`src/rtl/gearbox_128_132_pkg.sv`:
```
// gearbox_128_132_pkg: constants shared by the 128<->132 gearboxes
package gearbox_128_132_pkg;
    localparam int GB_NIB = 4;
    localparam int GB_BLK_W = 132;
    localparam int GB_WORD_W = 128;
    localparam logic [6:0] GB_BLK_NIB = 7'd33;
    localparam logic [6:0] GB_WORD_NIB = 7'd32;
    localparam logic [6:0] GB_MAX_NIB = 7'd65;
endpackage

```
`src/rtl/gearbox_128_132_if.sv`:
```
// gearbox_128_132_if: valid/ready stream of W-bit beats
interface gearbox_128_132_if #(parameter int W = 128);
    logic valid;
    logic ready;
    logic [W-1:0] data;
    modport master (output valid, data, input ready);
    modport slave (input valid, data, output ready);
endinterface

```
`src/rtl/gearbox_128_132_dffr.sv`:
```
// dffr: W-bit register with asynchronous active-low clear
module dffr #(parameter int W = 1) (
    input  logic         clk,
    input  logic         rst_n,
    input  logic [W-1:0] d,
    output logic [W-1:0] q
);
    always_ff @(posedge clk or negedge rst_n)
        if (!rst_n) q <= '0;
        else q <= d;
endmodule

```
`src/rtl/gearbox_128_132.sv`:
```
// gearbox_128_132: repacks 128-bit words into 132-bit blocks, MSB-first
module gearbox_128_132
    import gearbox_128_132_pkg::*;
#(
    parameter int IN_W = GB_WORD_W,
    parameter int OUT_W = GB_BLK_W,
    parameter int NIB = GB_NIB,
    parameter int BUF_W = OUT_W + IN_W
) (
    input logic clk,
    input logic rst_n,
    gearbox_128_132_if.slave din_i,
    gearbox_128_132_if.master dout_o
);
    logic [BUF_W-1:0] buf_q, buf_d, bufp, aligned;
    logic [6:0] fill_q, fill_d, fillp;
    logic [8:0] sh;
    logic pop, push;
    assign dout_o.valid = fill_q >= GB_BLK_NIB;
    assign dout_o.data = buf_q[BUF_W-1 -: OUT_W];
    assign pop = dout_o.valid & dout_o.ready;
    assign fillp = fill_q - (pop ? GB_BLK_NIB : 7'd0);
    assign din_i.ready = fillp <= GB_BLK_NIB;
    assign push = din_i.valid & din_i.ready;
    // buffer is left-justified: a new word lands right after the surviving residue
    assign sh = 9'(fillp) * 9'(NIB);
    assign bufp = pop ? buf_q << OUT_W : buf_q;
    assign aligned = {din_i.data, {OUT_W{1'b0}}} >> sh;
    assign buf_d = push ? (bufp | aligned) : bufp;
    assign fill_d = fillp + (push ? GB_WORD_NIB : 7'd0);
    dffr #(BUF_W) u_buf (.clk(clk), .rst_n(rst_n), .d(buf_d), .q(buf_q));
    dffr #(7) u_fill (.clk(clk), .rst_n(rst_n), .d(fill_d), .q(fill_q));
    a_fill_max: assert property (@(posedge clk) disable iff (!rst_n) fill_q <= GB_MAX_NIB);
endmodule

```
`src/flat_wrapper.sv`:
```
// flat-port wrapper written by rule: the top's interface ports become plain ports
module gearbox_128_132_flat import gearbox_128_132_pkg::*;
#(
    parameter int IN_W = GB_WORD_W,
    parameter int OUT_W = GB_BLK_W,
    parameter int NIB = GB_NIB,
    parameter int BUF_W = OUT_W + IN_W
)
  (clk, rst_n, din_i_valid, din_i_data, din_i_ready, dout_o_valid, dout_o_data, dout_o_ready);
  gearbox_128_132_if #(.W(128)) din_i_i ();
  gearbox_128_132_if #(.W(132)) dout_o_i ();
  input logic clk;
  input logic rst_n;
  input wire logic [$bits(din_i_i.valid)-1:0] din_i_valid;
  input wire logic [$bits(din_i_i.data)-1:0] din_i_data;
  output wire logic [$bits(din_i_i.ready)-1:0] din_i_ready;
  output wire logic [$bits(dout_o_i.valid)-1:0] dout_o_valid;
  output wire logic [$bits(dout_o_i.data)-1:0] dout_o_data;
  input wire logic [$bits(dout_o_i.ready)-1:0] dout_o_ready;
  assign din_i_i.valid = din_i_valid;
  assign din_i_i.data = din_i_data;
  assign din_i_ready = din_i_i.ready;
  assign dout_o_valid = dout_o_i.valid;
  assign dout_o_data = dout_o_i.data;
  assign dout_o_i.ready = dout_o_ready;
  gearbox_128_132 #(.IN_W(IN_W), .OUT_W(OUT_W), .NIB(NIB), .BUF_W(BUF_W)) u_core (.clk(clk), .rst_n(rst_n), .din_i(din_i_i), .dout_o(dout_o_i));
endmodule
```
`config.mk`:
```
export PLATFORM = sky130hd
export DESIGN_NAME = gearbox_128_132_flat
export DESIGN_NICKNAME = d
export VERILOG_FILES = /design/src/rtl/gearbox_128_132_pkg.sv /design/src/rtl/gearbox_128_132_if.sv /design/src/rtl/gearbox_128_132_dffr.sv /design/src/rtl/gearbox_128_132.sv /design/src/flat_wrapper.sv
export SDC_FILE = /design/constraint.sdc
export NUM_CORES = 1
export LEC_CHECK = 0
export ABC_AREA = 1
export CAP_MARGIN = 20
export CORE_MARGIN = 8
export CORE_UTILIZATION = 50
export DETAILED_ROUTE_END_ITERATION = 8
export PLACE_DENSITY = 0.81
export SLEW_MARGIN = 20
export SYNTH_ARGS = -nofsm -noshare
export SYNTH_HDL_FRONTEND = slang
export SYNTH_SLANG_ARGS = --single-unit
```
`constraint.sdc`:
```
create_clock -name clk -period 3.2 [get_ports clk]
set_input_delay 0.32 -clock clk [delete_from_list [all_inputs] [get_ports clk]]
set_output_delay 0.32 -clock clk [all_outputs]
set_load 0.01 [all_outputs]
```
# Word level (Yosys, flattened, before mapping)
# Index checks and enable logic that the tools add are counted.
[word_totals]
register_bits = 267
input_bits = 132
output_inout_bits = 134
wordCells = 14
[op_classes]
add_sub_neg = 2
magnitude_cmp = 2
shifts = 1
n_mux = 4
bitwise_logic = 3
[op_table]
columns = ["cell", "n"]
rows = [
  ["$mux W260", 2],
  ["$or A260 B260 Y260", 1],
  ["$shr A260 B9 Y260", 1],
  ["$mux W6", 2],
  ["$add A7 B7 Y7", 1],
  ["$ge A7 B6 Y1 const B", 1],
  ["$le A7 B6 Y1 const B", 1],
  ["$sub A7 B7 Y7", 1],
  ["$and A1 B1 Y1", 2],
]

# Depth between registers and ports, before layout
[depth]
word_depth = 8
depth_mapped = 21
depth_no_buf = 19

# Hierarchy
# A second synthesis with hierarchy kept.
[hier_totals]
cells_unflattened = 3406
area_unflattened_um2 = 20771.2
[modules_own_cells]
columns = ["module", "instances", "cells_each", "area_each_um2", "seq_area_each_um2"]
rows = [
  ["gearbox_128_132", 1, 3139, 14089.8, 0.0],
  ["dffr (u_core.u_buf)", 1, 260, 6506.2, 6506.2],
  ["dffr (u_core.u_fill)", 1, 7, 175.2, 175.2],
]

# Worst setup path before layout
# OpenSTA, ideal clock, no wires.
[synth_path]
path_type = "register -> register"
startpoint = "register u_core.u_fill.q[3]"
endpoint = "register u_core.u_fill.q[5]"
setup_time_ns = 0.126
t_arrival_ns = 3.295
t_required_ns = 3.074
slack_ns = -0.221
path_stages_with_launch = 18
n_path_buf = 2
period_less_slack_ns = 3.421
cell_sequence = "dfrtp_1 > inv_2 > nand2_1 > nor2_1 > nand2_1 > nand4_1 > clkbuf_1 > inv_1 > ha_1 > xnor2_1 > clkinv_1 > nor2_1 > nand3_2 > a21oi_2 > nand2_1 > inv_2 > buf_2 > ha_1"
[synth_between]
elab_chain_len = 8
[synth_rtl]
columns = ["item", "line_no", "text"]
rows = [
  ["from (decl)", "gearbox_128_132_dffr.sv:6", "output logic [W-1:0] q"],
  ["from (signal assigned)", "gearbox_128_132_dffr.sv:9", "if (!rst_n) q <= '0;"],
  ["from (signal assigned)", "gearbox_128_132_dffr.sv:10", "else q <= d;"],
  ["$ge A7 B6 Y1", "gearbox_128_132.sv:19", "assign dout_o.valid = fill_q >= GB_BLK_NIB;"],
  ["$and A1 B1 Y1", "gearbox_128_132.sv:21", "assign pop = dout_o.valid & dout_o.ready;"],
  ["$mux W6", "gearbox_128_132.sv:22", "assign fillp = fill_q - (pop ? GB_BLK_NIB : 7'd0);"],
  ["$sub A7 B7 Y7 *", "gearbox_128_132.sv:22", ""],
  ["$le A7 B6 Y1 *", "gearbox_128_132.sv:23", "assign din_i.ready = fillp <= GB_BLK_NIB;"],
  ["named net din_i_ready", "flat_wrapper.sv:16", "output wire logic [$bits(din_i_i.ready)-1:0] din_i_ready;"],
  ["$and A1 B1 Y1 *", "gearbox_128_132.sv:24", "assign push = din_i.valid & din_i.ready;"],
  ["$mux W6 *", "gearbox_128_132.sv:30", "assign fill_d = fillp + (push ? GB_WORD_NIB : 7'd0);"],
  ["$add A7 B7 Y7 *", "gearbox_128_132.sv:30", ""],
  ["named net u_core.fill_d[5]", "gearbox_128_132.sv:16", "logic [6:0] fill_q, fill_d, fillp;"],
]
# Mark *: on every way through the listed nets, which the timed path passes. The rest lies on a longest branch.

# Worst setup path in the final report
[layout_path]
startpoint = "register u_core.u_fill.q[4]"
endpoint = "output din_i_ready"
[layout_between]
elab_chain_len = 5
[layout_rtl]
columns = ["item", "line_no"]
rows = [
  ["$ge A7 B6 Y1", "gearbox_128_132.sv:19"],
  ["$and A1 B1 Y1", "gearbox_128_132.sv:21"],
  ["$mux W6", "gearbox_128_132.sv:22"],
  ["$sub A7 B7 Y7 *", "gearbox_128_132.sv:22"],
  ["$le A7 B6 Y1 *", "gearbox_128_132.sv:23"],
  ["to (decl)", "flat_wrapper.sv:16"],
]
# Every way passes the cells marked *; elsewhere a longest branch is shown, timed or not.

==> key figures <==
Placed design
  • Routability congestion estimate: 1.11
  • Port bufs: 265
  • Final HPWL DP: 88.1 mm

Setup path
  • CP cell instances: inv_1, nand2_1, nor2_1, nand2_2, buf_4, nand3_4, inv_2, nand2_2, xor2_4, nand3_2, a21oi_2, buf_4
  • Crit. End Element: primary output
  • CP startpoint kind: flop
  • Req. time, crit path: 2880 ps
  • R2R setup slack: 20 ps
  • CP max FO: 4
  • Setup CP Type: reg -> out
  • Slowest stage delay, CP: 400 ps
  • Slowest stage cell, crit path: dfrtp_1
  • CP arrival: 2880 ps

Global route
  • Global-route wire length before repair: 170 mm
  • Vias in the first global route: 26000
  • Gr ovfl total: 0
  • Antenna violations before repair: 1
  • Largest net degree at the start of global routing: 194
  • GRT Util Overall: 0.456

Route
  • Detail Route Antenna Nets: 0
  • Post-Route WL: 118 mm
  • Residual DRC: 0
  • Pre-Repair DR Iteration Count: 6
  • Vias per cell: 6.26
  • Violation count after the first detailed-route iteration: 4201
  • Drt wl/cell: 26.8 µm
  • DR vias: 27400

CTS
  • Root buffer cell: clkbuf_16
  • Clock buffer count from CTS: 29
  • H-tree depth: 1
  • Total clock sinks: 267
  • Clock-pin slew on the worst setup and hold paths: 60 ps
  • CTS tree: built
  • Clock Latency Late Sink: 600 ps
  • CTS Buffer Depth: 3

Cells and area
  • Final net count: 3904
  • Commonest non-fill, non-tap cell in the layout: nand2_1
  • Finished Core Util: 0.638
  • Area grow syn2layout: 26.4%
  • Filler instances: 3813
  • Most frequent cells in the layout: 1301 x nand2_1, 986 x nand3_1, 272 x buf_4, 267 x dfrtp_1, 263 x clkdlybuf4s50_1
  • Share of cells above drive strength 1: 0.119

Timing
  • Final-report setup violation count: 0
  • Fin crit period: 3200 ps
  • Worst Skew: 11.9 ps
  • Tcrit/Tclk final: 0.999
  • Worst-margin pin slew: 948 ps
  • Final Hold Viols: 0
  • Max-slew headroom: 0.368
  • Fmax: 0.313 GHz
  • Final slew viol count: 0

Flow run
  • Max-Cap Viols: 0

Logic synthesis
  • Syn Inst Count: 3541
  • Synth warn: 0
  • Yosys top cell area share: 0.309
  • #FFs+latches synth: 267
  • Sequential fraction of the synthesis area: 0.309
  • Yosys cell types: 31
  • Synth area leader: dfrtp_1
  • Cell area after synthesis: 21600 µm²
  • Syn nets: 3675
  • Largest cells by area after synthesis: dfrtp_1 31%, nand3_1 23%, nand2_1 23%
  • Avg Inst Size Synth: 6.11 µm²

Floorplan
  • DIE WIDTH: 224 µm
  • Rows: 76
  • Core area: 42900 µm²
  • Ports: 266
  • Die Y: 224 µm
  • Full die area: 50200 µm²
  • Starting Density: 0.505

Status
  • Outcome: finished clean

Hold path
  • Worst hold path class: in -> async
[per-layer routing]
| metal | global-route usage | share of wire | up-vias | routed length (µm) |
|---|---|---|---|---|
| li1 | - | - | 12000 | - |
| met1 | 0.533 | 0.35 | 12800 | 40900 |
| met2 | 0.704 | 0.44 | 2087 | 51200 |
| met3 | 0.108 | 0.11 | 500 | 13100 |
| met4 | 0.380 | 0.10 | 0 | 12300 |
| met5 | 0 | 0 | - | 0 |
[flip-flops by register name, indices dropped and copies added (netlist names)]
name and cells:
u_core.u_buf.q 260, u_core.u_fill.q 7
[kinds of logic (layout without fill, tap and decap cells)]
logic type,Yosys count,after routing,synth area share
DFF,267,267,0.309
adders and majority gates,2,2,0.00116
muxes,52,52,0.0241
other,0,2,0
buffers and inverters,550,802,0.121
AOI/OAI and AO/OA,220,220,0.0523
xor gates and xnor gates,6,6,0.00399
and+or+nand+nor,2444,2444,0.489
[critical path, delay by kind of cell, from the launching register on]
| family | cells | cell delay (ps) |
|---|---|---|
| XOR/XNOR | 1 | 310 |
| AND/OR/NAND/NOR | 6 | 810 |
| buffers and inverters | 4 | 540 |
| flip-flops | 1 | 400 |
| AO/OA/AOI/OAI | 1 | 230 |
[cell usage after synthesis, drive strengths merged]
library cell  number
mux2i             52
o31ai              1
a21oi             29
dfrtp            267
o21ai            180
nand2           1316
nor4               1
nor3               2
o211ai             6
clkinv             1
xnor2              2
clkbuf           137
nor2              67
xor2               4
a21o               2
a22oi              2
nand4             40
ha                 2
nand3           1018
buf              252
inv              160
[layout make-up]
cell class	instances	area, µm²	area share
Multi-Input combinational cell	2724	12600	0.462
Timing Repair Buffer	587	5650	0.207
Clock inverter	21	240	0.00878
Tap cell	585	732	0.0268
Inverter	161	612	0.0224
Clock buffer	33	781	0.0285
Antenna cell	2	5.00	0.000183
Sequential cell	267	6680	0.244
[stage by stage]
stage | cell area (µm²) | instances | setup WS, ps | setup TNS, ps | hold WS [ps]
after floorplan | 21600 | 3541 | 28.6 | 0 | 24.4
after global placement | 26000 | 4318 | -182 | -749 | 339
after detailed placement | 26000 | 4318 | -113 | -502 | 349
after CTS | 27100 | 4376 | -28.8 | -28.8 | 333
after global routing | 27300 | 4378 | -33.7 | -64.4 | 375
final | 27400 | 4380 | 1.72 | 0 | 331
[final timing paths]
check                                      end                start  depth (start not counted)
hold / removal             u_core.u_buf.q[244]                rst_n                          2
setup / recovery                   din_i_ready   u_core.u_fill.q[4]                         12
min in group clk           u_core.u_buf.q[127]  u_core.u_buf.q[127]                          2
max in group asynchronous  u_core.u_buf.q[149]                rst_n                          3
setup reg to reg           u_core.u_buf.q[169]   u_core.u_fill.q[4]                         18
hold reg to reg            u_core.u_buf.q[127]  u_core.u_buf.q[127]                          2
[repair_timing]
action,in CTS,in global routing
pin swaps,3,4
endpoints found under the setup margin,9,144
resized for setup,10,65
hold endpoints to repair,70,0
gates cloned,0,0
hold buffers,1,0
buffers inserted,3,2
Power is not shown: default switching activity piles up to over one toggle a cycle in this logic, so the estimate is an artifact.
